===== src/rtl/apb_timer_sequencer.sv =====
// APB master that programs the APB timer (RELOAD, VALUE, CNTRL), polls INT and reports expiries.
// Define TIMER_SEQ_PERIODIC_EN to re-arm VALUE after each expiry; otherwise each run is one-shot.
module apb_timer_sequencer #(
   parameter int unsigned           DATA_WIDTH = 32,
   parameter int unsigned           ADDR_WIDTH = 32,
   parameter logic [ADDR_WIDTH-1:0] TIMER_BASE = ADDR_WIDTH'(32'h0),
   parameter int unsigned           POLL_GAP   = 4
) (
   input  logic                    PCLK,
   input  logic                    PRESET,
   input  logic                    start,
   input  logic                    abort,
   input  logic [DATA_WIDTH-1:0]   cfg_reload,
   input  logic [DATA_WIDTH-1:0]   cfg_value,
   input  logic                    cfg_int_en,
   output logic                    busy,
   output logic                    done,
   output logic                    aborted,
   output logic                    irq,
   output logic [15:0]             expire_cnt,
   output logic [ADDR_WIDTH-1:0]   PADDR,
   output logic                    PSEL,
   output logic                    PENABLE,
   output logic                    PWRITE,
   output logic [DATA_WIDTH-1:0]   PWDATA,
   output logic [DATA_WIDTH/8-1:0] PSTRB,
   input  logic                    PREADY,
   input  logic [DATA_WIDTH-1:0]   PRDATA
);

   localparam int unsigned           SW          = DATA_WIDTH / 8;
   localparam logic [ADDR_WIDTH-1:0] ADDR_CNTRL  = TIMER_BASE + ADDR_WIDTH'(32'h0);
   localparam logic [ADDR_WIDTH-1:0] ADDR_VALUE  = TIMER_BASE + ADDR_WIDTH'(32'h4);
   localparam logic [ADDR_WIDTH-1:0] ADDR_RELOAD = TIMER_BASE + ADDR_WIDTH'(32'h8);
   localparam logic [ADDR_WIDTH-1:0] ADDR_INT    = TIMER_BASE + ADDR_WIDTH'(32'hC);
   localparam logic [7:0]            GAP_LOAD    = 8'(POLL_GAP - 32'd1);

   typedef enum logic [2:0] {
      S_IDLE      = 3'd0,
      S_WR_RELOAD = 3'd1,
      S_WR_VALUE  = 3'd2,
      S_WR_CTRL   = 3'd3,
      S_POLL_RD   = 3'd4,
      S_POLL_GAP  = 3'd5,
      S_WR_STOP   = 3'd6,
      S_END       = 3'd7
   } state_t;

   state_t                  state_q, state_d;
   logic                    rearm_q, rearm_d;
   logic                    abort_q;
   logic [7:0]              gap_q;
   logic [DATA_WIDTH-1:0]   cfg_reload_q, cfg_value_q;
   logic                    cfg_int_en_q;
   logic                    busy_q, done_q, aborted_q, irq_q;
   logic [15:0]             expire_cnt_q;
   logic [ADDR_WIDTH-1:0]   paddr_q;
   logic                    psel_q, penable_q, pwrite_q;
   logic [DATA_WIDTH-1:0]   pwdata_q;
   logic [SW-1:0]           pstrb_q;

   logic                    xfer_done_s, abort_eff_s, expiry_s, launch_s;
   logic [DATA_WIDTH-1:0]   reload_src_s, wdata_s;
   logic                    unused_prdata_s;

   assign unused_prdata_s = ^PRDATA[DATA_WIDTH-1:1];

   function automatic logic is_xfer(input state_t s);
      case (s)
         S_WR_RELOAD, S_WR_VALUE, S_WR_CTRL, S_POLL_RD, S_WR_STOP: is_xfer = 1'b1;
         default:                                                  is_xfer = 1'b0;
      endcase
   endfunction

   function automatic logic [ADDR_WIDTH-1:0] xfer_addr(input state_t s);
      case (s)
         S_WR_RELOAD: xfer_addr = ADDR_RELOAD;
         S_WR_VALUE:  xfer_addr = ADDR_VALUE;
         S_POLL_RD:   xfer_addr = ADDR_INT;
         default:     xfer_addr = ADDR_CNTRL;
      endcase
   endfunction

   // Next-state decode, plus the bus fields for a transfer launched on this edge
   always_comb begin
      xfer_done_s  = psel_q & penable_q & PREADY;
      abort_eff_s  = abort_q | abort;
      expiry_s     = (state_q == S_POLL_RD) & xfer_done_s & PRDATA[0];
      state_d      = state_q;
      rearm_d      = rearm_q;
      case (state_q)
         S_IDLE: begin
            rearm_d = 1'b0;
            if (start && !abort) state_d = S_WR_RELOAD;
            else                 state_d = S_IDLE;
         end
         S_WR_RELOAD: begin
            if (!xfer_done_s)     state_d = S_WR_RELOAD;
            else if (abort_eff_s) state_d = S_WR_STOP;
            else                  state_d = S_WR_VALUE;
         end
         S_WR_VALUE: begin
            if (!xfer_done_s)     state_d = S_WR_VALUE;
            else if (abort_eff_s) state_d = S_WR_STOP;
            else if (rearm_q)     state_d = S_POLL_RD;
            else                  state_d = S_WR_CTRL;
         end
         S_WR_CTRL: begin
            if (!xfer_done_s)     state_d = S_WR_CTRL;
            else if (abort_eff_s) state_d = S_WR_STOP;
            else                  state_d = S_POLL_RD;
         end
         S_POLL_RD: begin
            if (!xfer_done_s)     state_d = S_POLL_RD;
            else if (abort_eff_s) state_d = S_WR_STOP;
            else if (PRDATA[0]) begin
`ifdef TIMER_SEQ_PERIODIC_EN
               state_d = S_WR_VALUE;
               rearm_d = 1'b1;
`else
               state_d = S_WR_STOP;
`endif
            end
            else                  state_d = S_POLL_GAP;
         end
         S_POLL_GAP: begin
            if (abort_eff_s)       state_d = S_WR_STOP;
            else if (gap_q == 8'd0) state_d = S_POLL_RD;
            else                   state_d = S_POLL_GAP;
         end
         S_WR_STOP: begin
            if (xfer_done_s) state_d = S_END;
            else             state_d = S_WR_STOP;
         end
         S_END:   state_d = S_IDLE;
         default: state_d = S_IDLE;
      endcase

      launch_s = is_xfer(state_d) && (state_d != state_q);
      // RELOAD is launched on the same edge that latches the configuration
      reload_src_s = (state_q == S_IDLE) ? cfg_reload : cfg_reload_q;
      case (state_d)
         S_WR_RELOAD: wdata_s = reload_src_s;
         S_WR_VALUE:  wdata_s = rearm_d ? cfg_reload_q : cfg_value_q;
         S_WR_CTRL:   wdata_s = DATA_WIDTH'({cfg_int_en_q, 3'b001});
         default:     wdata_s = {DATA_WIDTH{1'b0}};
      endcase
   end

   // Sequencer state, status outputs and APB master outputs
   always_ff @(posedge PCLK) begin
      if (PRESET) begin
         state_q      <= S_IDLE;
         rearm_q      <= 1'b0;
         abort_q      <= 1'b0;
         gap_q        <= 8'd0;
         cfg_reload_q <= {DATA_WIDTH{1'b0}};
         cfg_value_q  <= {DATA_WIDTH{1'b0}};
         cfg_int_en_q <= 1'b0;
         busy_q       <= 1'b0;
         done_q       <= 1'b0;
         aborted_q    <= 1'b0;
         irq_q        <= 1'b0;
         expire_cnt_q <= 16'd0;
         paddr_q      <= {ADDR_WIDTH{1'b0}};
         psel_q       <= 1'b0;
         penable_q    <= 1'b0;
         pwrite_q     <= 1'b0;
         pwdata_q     <= {DATA_WIDTH{1'b0}};
         pstrb_q      <= {SW{1'b0}};
      end else begin
         state_q   <= state_d;
         rearm_q   <= rearm_d;
         busy_q    <= (state_d != S_IDLE);
         irq_q     <= expiry_s;
         done_q    <= (state_d == S_END) && !abort_eff_s;
         aborted_q <= (state_d == S_END) && abort_eff_s;

         if ((state_q == S_IDLE) || (state_q == S_END)) abort_q <= 1'b0;
         else if (abort)                                abort_q <= 1'b1;

         if ((state_q == S_IDLE) && (state_d == S_WR_RELOAD)) begin
            cfg_reload_q <= cfg_reload;
            cfg_value_q  <= cfg_value;
            cfg_int_en_q <= cfg_int_en;
            expire_cnt_q <= 16'd0;
         end else if (expiry_s && (expire_cnt_q != 16'hFFFF)) begin
            expire_cnt_q <= expire_cnt_q + 16'd1;
         end

         if ((state_d == S_POLL_GAP) && (state_q != S_POLL_GAP)) gap_q <= GAP_LOAD;
         else if ((state_q == S_POLL_GAP) && (gap_q != 8'd0))    gap_q <= gap_q - 8'd1;

         // A completing transfer may hand straight over to the next SETUP
         if (launch_s) begin
            psel_q    <= 1'b1;
            penable_q <= 1'b0;
            paddr_q   <= xfer_addr(state_d);
            pwrite_q  <= (state_d != S_POLL_RD);
            pwdata_q  <= wdata_s;
            pstrb_q   <= (state_d != S_POLL_RD) ? {SW{1'b1}} : {SW{1'b0}};
         end else if (psel_q && !penable_q) begin
            penable_q <= 1'b1;
         end else if (xfer_done_s) begin
            psel_q    <= 1'b0;
            penable_q <= 1'b0;
         end
      end
   end

   assign busy       = busy_q;
   assign done       = done_q;
   assign aborted    = aborted_q;
   assign irq        = irq_q;
   assign expire_cnt = expire_cnt_q;
   assign PADDR      = paddr_q;
   assign PSEL       = psel_q;
   assign PENABLE    = penable_q;
   assign PWRITE     = pwrite_q;
   assign PWDATA     = pwdata_q;
   assign PSTRB      = pstrb_q;

endmodule


===== config.mk =====
export PLATFORM = sky130hd
export DESIGN_NAME = apb_timer_sequencer
export DESIGN_NICKNAME = d
export VERILOG_FILES = /design/src/rtl/apb_timer_sequencer.sv
export SDC_FILE = /design/constraint.sdc
export NUM_CORES = 1
export LEC_CHECK = 0
export CORE_ASPECT_RATIO = 2
export CORE_UTILIZATION = 40
export DETAILED_ROUTE_END_ITERATION = 16
export PLACE_DENSITY = 0.8
export SLEW_MARGIN = 0
export SYNTH_ARGS = -nofsm -noshare
export SYNTH_HDL_FRONTEND = slang
export SYNTH_SLANG_ARGS = --single-unit

===== constraint.sdc =====
create_clock -name PCLK -period 3.5 [get_ports PCLK]
set_input_delay 0.525 -clock PCLK [delete_from_list [all_inputs] [get_ports PCLK]]
set_output_delay 0.525 -clock PCLK [all_outputs]
set_load 0.03 [all_outputs]

* Word-level counts from Yosys, hierarchy flattened
Index checks and enable logic that the tools add are counted.
** Storage, ports and cells
- Flip-flop bits (word level) :: 169
- Bits of input ports :: 102
- Output and inout port bits :: 91
- Logic and storage cells :: 99
** Operators by class
- $add $sub $neg :: 2
- Equal/unequal tests :: 19
- Mux-type cells :: 28
- Bitwise operators :: 5
- Reduce and logical (&&, ||, !) cells :: 26
** Operator list (number)
- case mux 32 bit (3 select lines) :: 1
- 2-to-1 mux 32 bit :: 2
- equality test 3 bit (second input constant) :: 8
- case mux 3 bit (8 select lines) :: 1
- 2-to-1 mux 3 bit :: 6
- adder 16 x 1 -> 16 bit (second input constant) :: 1
- inequality test 16 bit (second input constant) :: 1
- 2-to-1 mux 2 bit :: 7
- equality test 3 x 2 -> 1 bit (second input constant) :: 4
- case mux 4 bit (3 select lines) :: 1
- logical AND 1 bit :: 9
- 2-to-1 mux 1 bit :: 9
- zero test 8 bit :: 1
- nonzero test 8 bit :: 1
- OR reduction 2 bit :: 4
- subtractor 8 x 1 -> 8 bit (second input constant) :: 1
- equality test 3 x 1 -> 1 bit (second input constant) :: 2
- inequality test 3 bit (second input constant) :: 2
- nonzero test 2 bit :: 3
- OR reduction 5 bit :: 1
- AND 1 bit :: 4
- 2-to-1 mux 4 bit :: 1
- zero test 1 bit :: 3
- zero test 3 bit :: 1
- 6 further kinds :: 6

* Depth between registers and ports, before layout
- Depth in word-level cells :: 10
- Mapped depth :: 12

* Worst setup path after synthesis
No wires, ideal clock.
- Path kind :: input -> register
- Start point :: input abort
- End point :: register pwdata_q[22], in the netlist PWDATA[22]
- Setup time :: 70 ps
- Arrival :: 2614 ps
- Required time :: 3430 ps
- Setup slack :: 815 ps
- Stages on the path :: 10
- Cell sequence :: buf_6 -> or3_4 -> a211oi_2 -> a221oi_1 -> a21oi_2 -> mux2i_2 -> clkbuf_1 -> nand3_1 -> a31o_1 -> a21oi_2
** On the way
- Cells in the longest elaborated chain, start to end :: 8
- Elaborated cells on any way between the ends :: 24
** RTL lines
- start, declared :: line 12 : input logic abort,
- OR 1 bit or zero test 1 bit (tied branches) :: line 87, 94
- 2-to-1 mux 2 bit (tied with other cells) :: line 115 : else if (abort_eff_s) state_d = S_WR_STOP;
- 2-to-1 mux 2 bit (tied with other cells) :: line 114 : if (!xfer_done_s) state_d = S_POLL_RD;
- case mux 3 bit (8 select lines) (*) :: line 91 : case (state_q)
- equality test 3 x 1 -> 1 bit (tied with other cells) :: line 69, 142
- OR reduction 5 bit :: line 69 : case (s)
- 2-to-1 mux 1 bit :: line 69
- logical AND 1 bit :: line 139 : launch_s = is_xfer(state_d) && (state_d != state_q);
- end signal, assigned :: line 169 : pwdata_q <= {DATA_WIDTH{1'b0}};
- end signal, assigned :: line 200 : pwdata_q <= wdata_s;
- end, declared :: line 59 : logic [DATA_WIDTH-1:0] pwdata_q;
Mark *: on every way between the ends. The rest lies on a longest branch, timed or not.
A chain may end at the register's enable or synchronous reset.

* Worst setup path in the final report
- Start point :: input PREADY
- End point :: register paddr_q[2], in the netlist PADDR[2]
** On the way
- Cells in the longest elaborated chain, start to end :: 7
- Elaborated cells on any way between the ends :: 17
** RTL lines
- start, declared :: line 27 : input logic PREADY,
- AND 1 bit (*) :: line 86 : xfer_done_s = psel_q & penable_q & PREADY;
- 2-to-1 mux 1 bit (tied with other cells) :: line 132 : if (xfer_done_s) state_d = S_END;
- case mux 3 bit (8 select lines) (*) :: line 91
- equality test 3 x 1 -> 1 bit (tied with other cells) :: line 69, 76
- OR reduction 5 bit :: line 69
- 2-to-1 mux 1 bit :: line 69
- logical AND 1 bit :: line 139
- end signal, assigned :: line 165 : paddr_q <= {ADDR_WIDTH{1'b0}};
- end signal, assigned :: line 198 : paddr_q <= xfer_addr(state_d);
- end, declared :: line 57 : logic [ADDR_WIDTH-1:0] paddr_q;
Marks and branches as above.

==> reports/qor.txt <==
Rows: 64
Share of layout cells above drive strength 1: 0.142
# DRC: 0
Flop pwr share: 0.410
Startpoint Class: input port
Vias per cell: 5.06
Syn Inst Count: 761
Sw frac: 0.257
Crit path DAT: 3260 ps
Drt wl/cell: 14.6 µm
Initial antenna violation count: 1
Synthesized area: 6350 µm²
Register area share after synthesis: 0.426
All-Layer GR Usage: 0.200
Clock Skew: 8.42 ps
Area leader, netlist: dfxtp_1
Initial Util: 0.413
Pre-CTS setup slack: 184 ps
Vias: 5,504
Async SR Flop Fraction: 0
Die height: 180 µm
P_sw: 0.00102 W
WP data required: 3840 ps
Combinational cell fraction of total power: 0.131
Leak: 2.79 nW
Yosys reg bits: 135
Leading cell types by count after synthesis: nand2_1 (192), dfxtp_1 (135), a21oi_1 (87), nand3_1 (44), buf_4 (38)
End-of-flow core utilization: 0.534
Synth area leaders: dfxtp_1 (43%), nand2_1 (11%), a21oi_1 (6.9%)
Max Root-Sink Buffers: 2
Setup violators final: 0
Number of port buffers: 131
Pwr dens: 484 nW/µm²
CTS tree: done
Hold Path Class: flip-flop to flip-flop
Area Overhead vs Synth: 29.5%
Fin crit period: 2920 ps
DP HPWL: 10,900 µm
RSZ-0062 raised after global routing: false
Postcts setup bufs: 0
Final Wtd Congestion: 0.843
CP Capture Type: flip-flop
Post-synth EDFFs: 0
Cell variety after synth: 64
Post-route ant nets: 0
Clock network power share: 0.459
Num CTS Buffers: 17
Worst Setup Slack, final: 578 ps
Most frequent cell after synthesis: nand2_1
First-pass GRT wire length: 26,200 µm
CP Class: input port to flip-flop
Warnings, synthesis: 0
Clock sinks: 135
Clk pin slew, worst setup/hold paths: 60 ps
Slew HR: 0.425
Status: finished, final reports clean
Router iterations before antenna repair: 4
Critical path fanouts, max: 7
Worst-Margin Slew: 863 ps
Ports: 193
Synth Flop Type: dfxtp_1
Max Cap Viol: 0
Clk Latency, worst-skew pair: 420 ps
Top-area cell type share of the netlist area: 0.426
Nets: 980
DRT iter0 DRCs: 253
Core area: 15,400 µm²
Max-slew violation count: 0
Overflow after GRT: 0
Die area: 16,400 µm²
Number of global-route vias before repair: 5,435
Post-Layout Cell Count: 1,088
Final WL: 15,800 µm
Final hold vios: 0
Largest net degree at the start of global routing: 74
Die width: 91.1 µm
Clock Tree Root: clkbuf_16
Syn Area/Cell: 8.34 µm²
FMAX: 342 MHz
Final TNS setup: 0 ps
# hold bufs at CTS: 0
Pint: 0.00296 W
Cell count after placement: 1,055
Tcrit/Tclk final: 0.835
Max IR drop VDD: 0.354 mV
Post-CTS Resized: 0
H-tree depth: 4
worst max-delay path, stage by stage:
cell and delay [ps]:
clkdlybuf4s50_1 550, nand3_1 270, a221oi_4 390, nand3_1 220, o211ai_4 160, mux2i_4 310
o211ai_1 150, buf_4 190, or3_1 340, a21oi_1 150
power groups by stage:
stage	Sequential [W]	Clock, W	Combinational (W)
after floorplan	0.00169	0	0.000340
after global placement	0.00166	0	0.000515
after detailed placement	0.00166	0	0.000519
after CTS	0.00163	0.00186	0.000522
after global routing	0.00164	0.00194	0.000559
final	0.00163	0.00183	0.000520
metal layers:
layer  up-vias  global-route usage  part of all wire
met1      2553               0.208              0.38
li1       2737                   -                 -
met4         0               0.110             0.041
met3        37              0.0451             0.046
met2       177               0.365              0.53
met5         -                   0                 0
sequential cells by signal (all words and copies together) (netlist names):
signal        flops
cfg_value_q      32
expire_cnt       16
PWDATA           32
PADDR             2
rearm_q           1
busy              1
PSEL              1
state_q           3
aborted           1
PENABLE           1
abort_q           1
done              1
PSTRB             1
gap_q             8
cfg_int_en_q      1
irq               1
cfg_reload_q     32
cells in the final DEF, fill, tap and decap left out, types with 2 or more instances in the layout:
cell,instances
inv_1,9
bufinv_16,3
o21ai_0,9
clkbuf_16,17
nor4_1,2
nor3b_1,2
and4_1,2
a21oi_2,31
dfxtp_1,135
clkinvlp_4,3
clkbuf_8,2
mux2i_4,2
nand2b_1,3
a21oi_1,87
ha_1,2
buf_12,4
nor2_1,29
nand3_1,44
xnor2_1,9
buf_4,17
or3_2,2
clkinv_2,4
nand2_1,192
nand4_1,4
nor3b_2,2
nand2_2,21
nor3_1,8
a221oi_1,2
and3_1,4
or3_1,6
clkdlybuf4s50_1,130
conb_1,30
xor2_1,8
a31o_1,30
cell families after synthesis:
group,share of synthesized area
and+or+nand+nor,0.246
AOI/OAI and AO/OA,0.188
DFF,0.426
buffers and inverters,0.104
xor gates and xnor gates,0.0235
muxes,0.00729
adders and majority gates,0.00394
other,0.000591
worst paths after layout:
kind / start / endpoint / slack, ps / cells after the start
worst max-delay path: PREADY / PADDR[2] / 580 / 10
worst min-delay path: cfg_value_q[13] / cfg_value_q[13] / 450 / 2
worst max register to register: state_q[1] / PADDR[2] / 640 / 9
worst min register to register: cfg_value_q[13] / cfg_value_q[13] / 450 / 2
area by class of cell:
class / instances / area, µm²
clock inverter: 12 / 150
antenna: 1 / 2.50
tap: 198 / 248
timing repair buffer: 151 / 1510
inverter: 9 / 33.8
multi-input combinational: 562 / 3110
fill: 1474 / 7160
sequential: 135 / 2700
clock buffer: 20 / 457
metrics by stage:
stage               hold slack, ps  area (µm²)  total power (W)
global route                   469        8220          0.00414
detailed placement             447        7610          0.00218
CTS                            455        8210          0.00402
global placement               441        7610          0.00218
finish                         454        8220          0.00398
floorplan                      436        6460          0.00203
(Power assumes the default switching activity.)
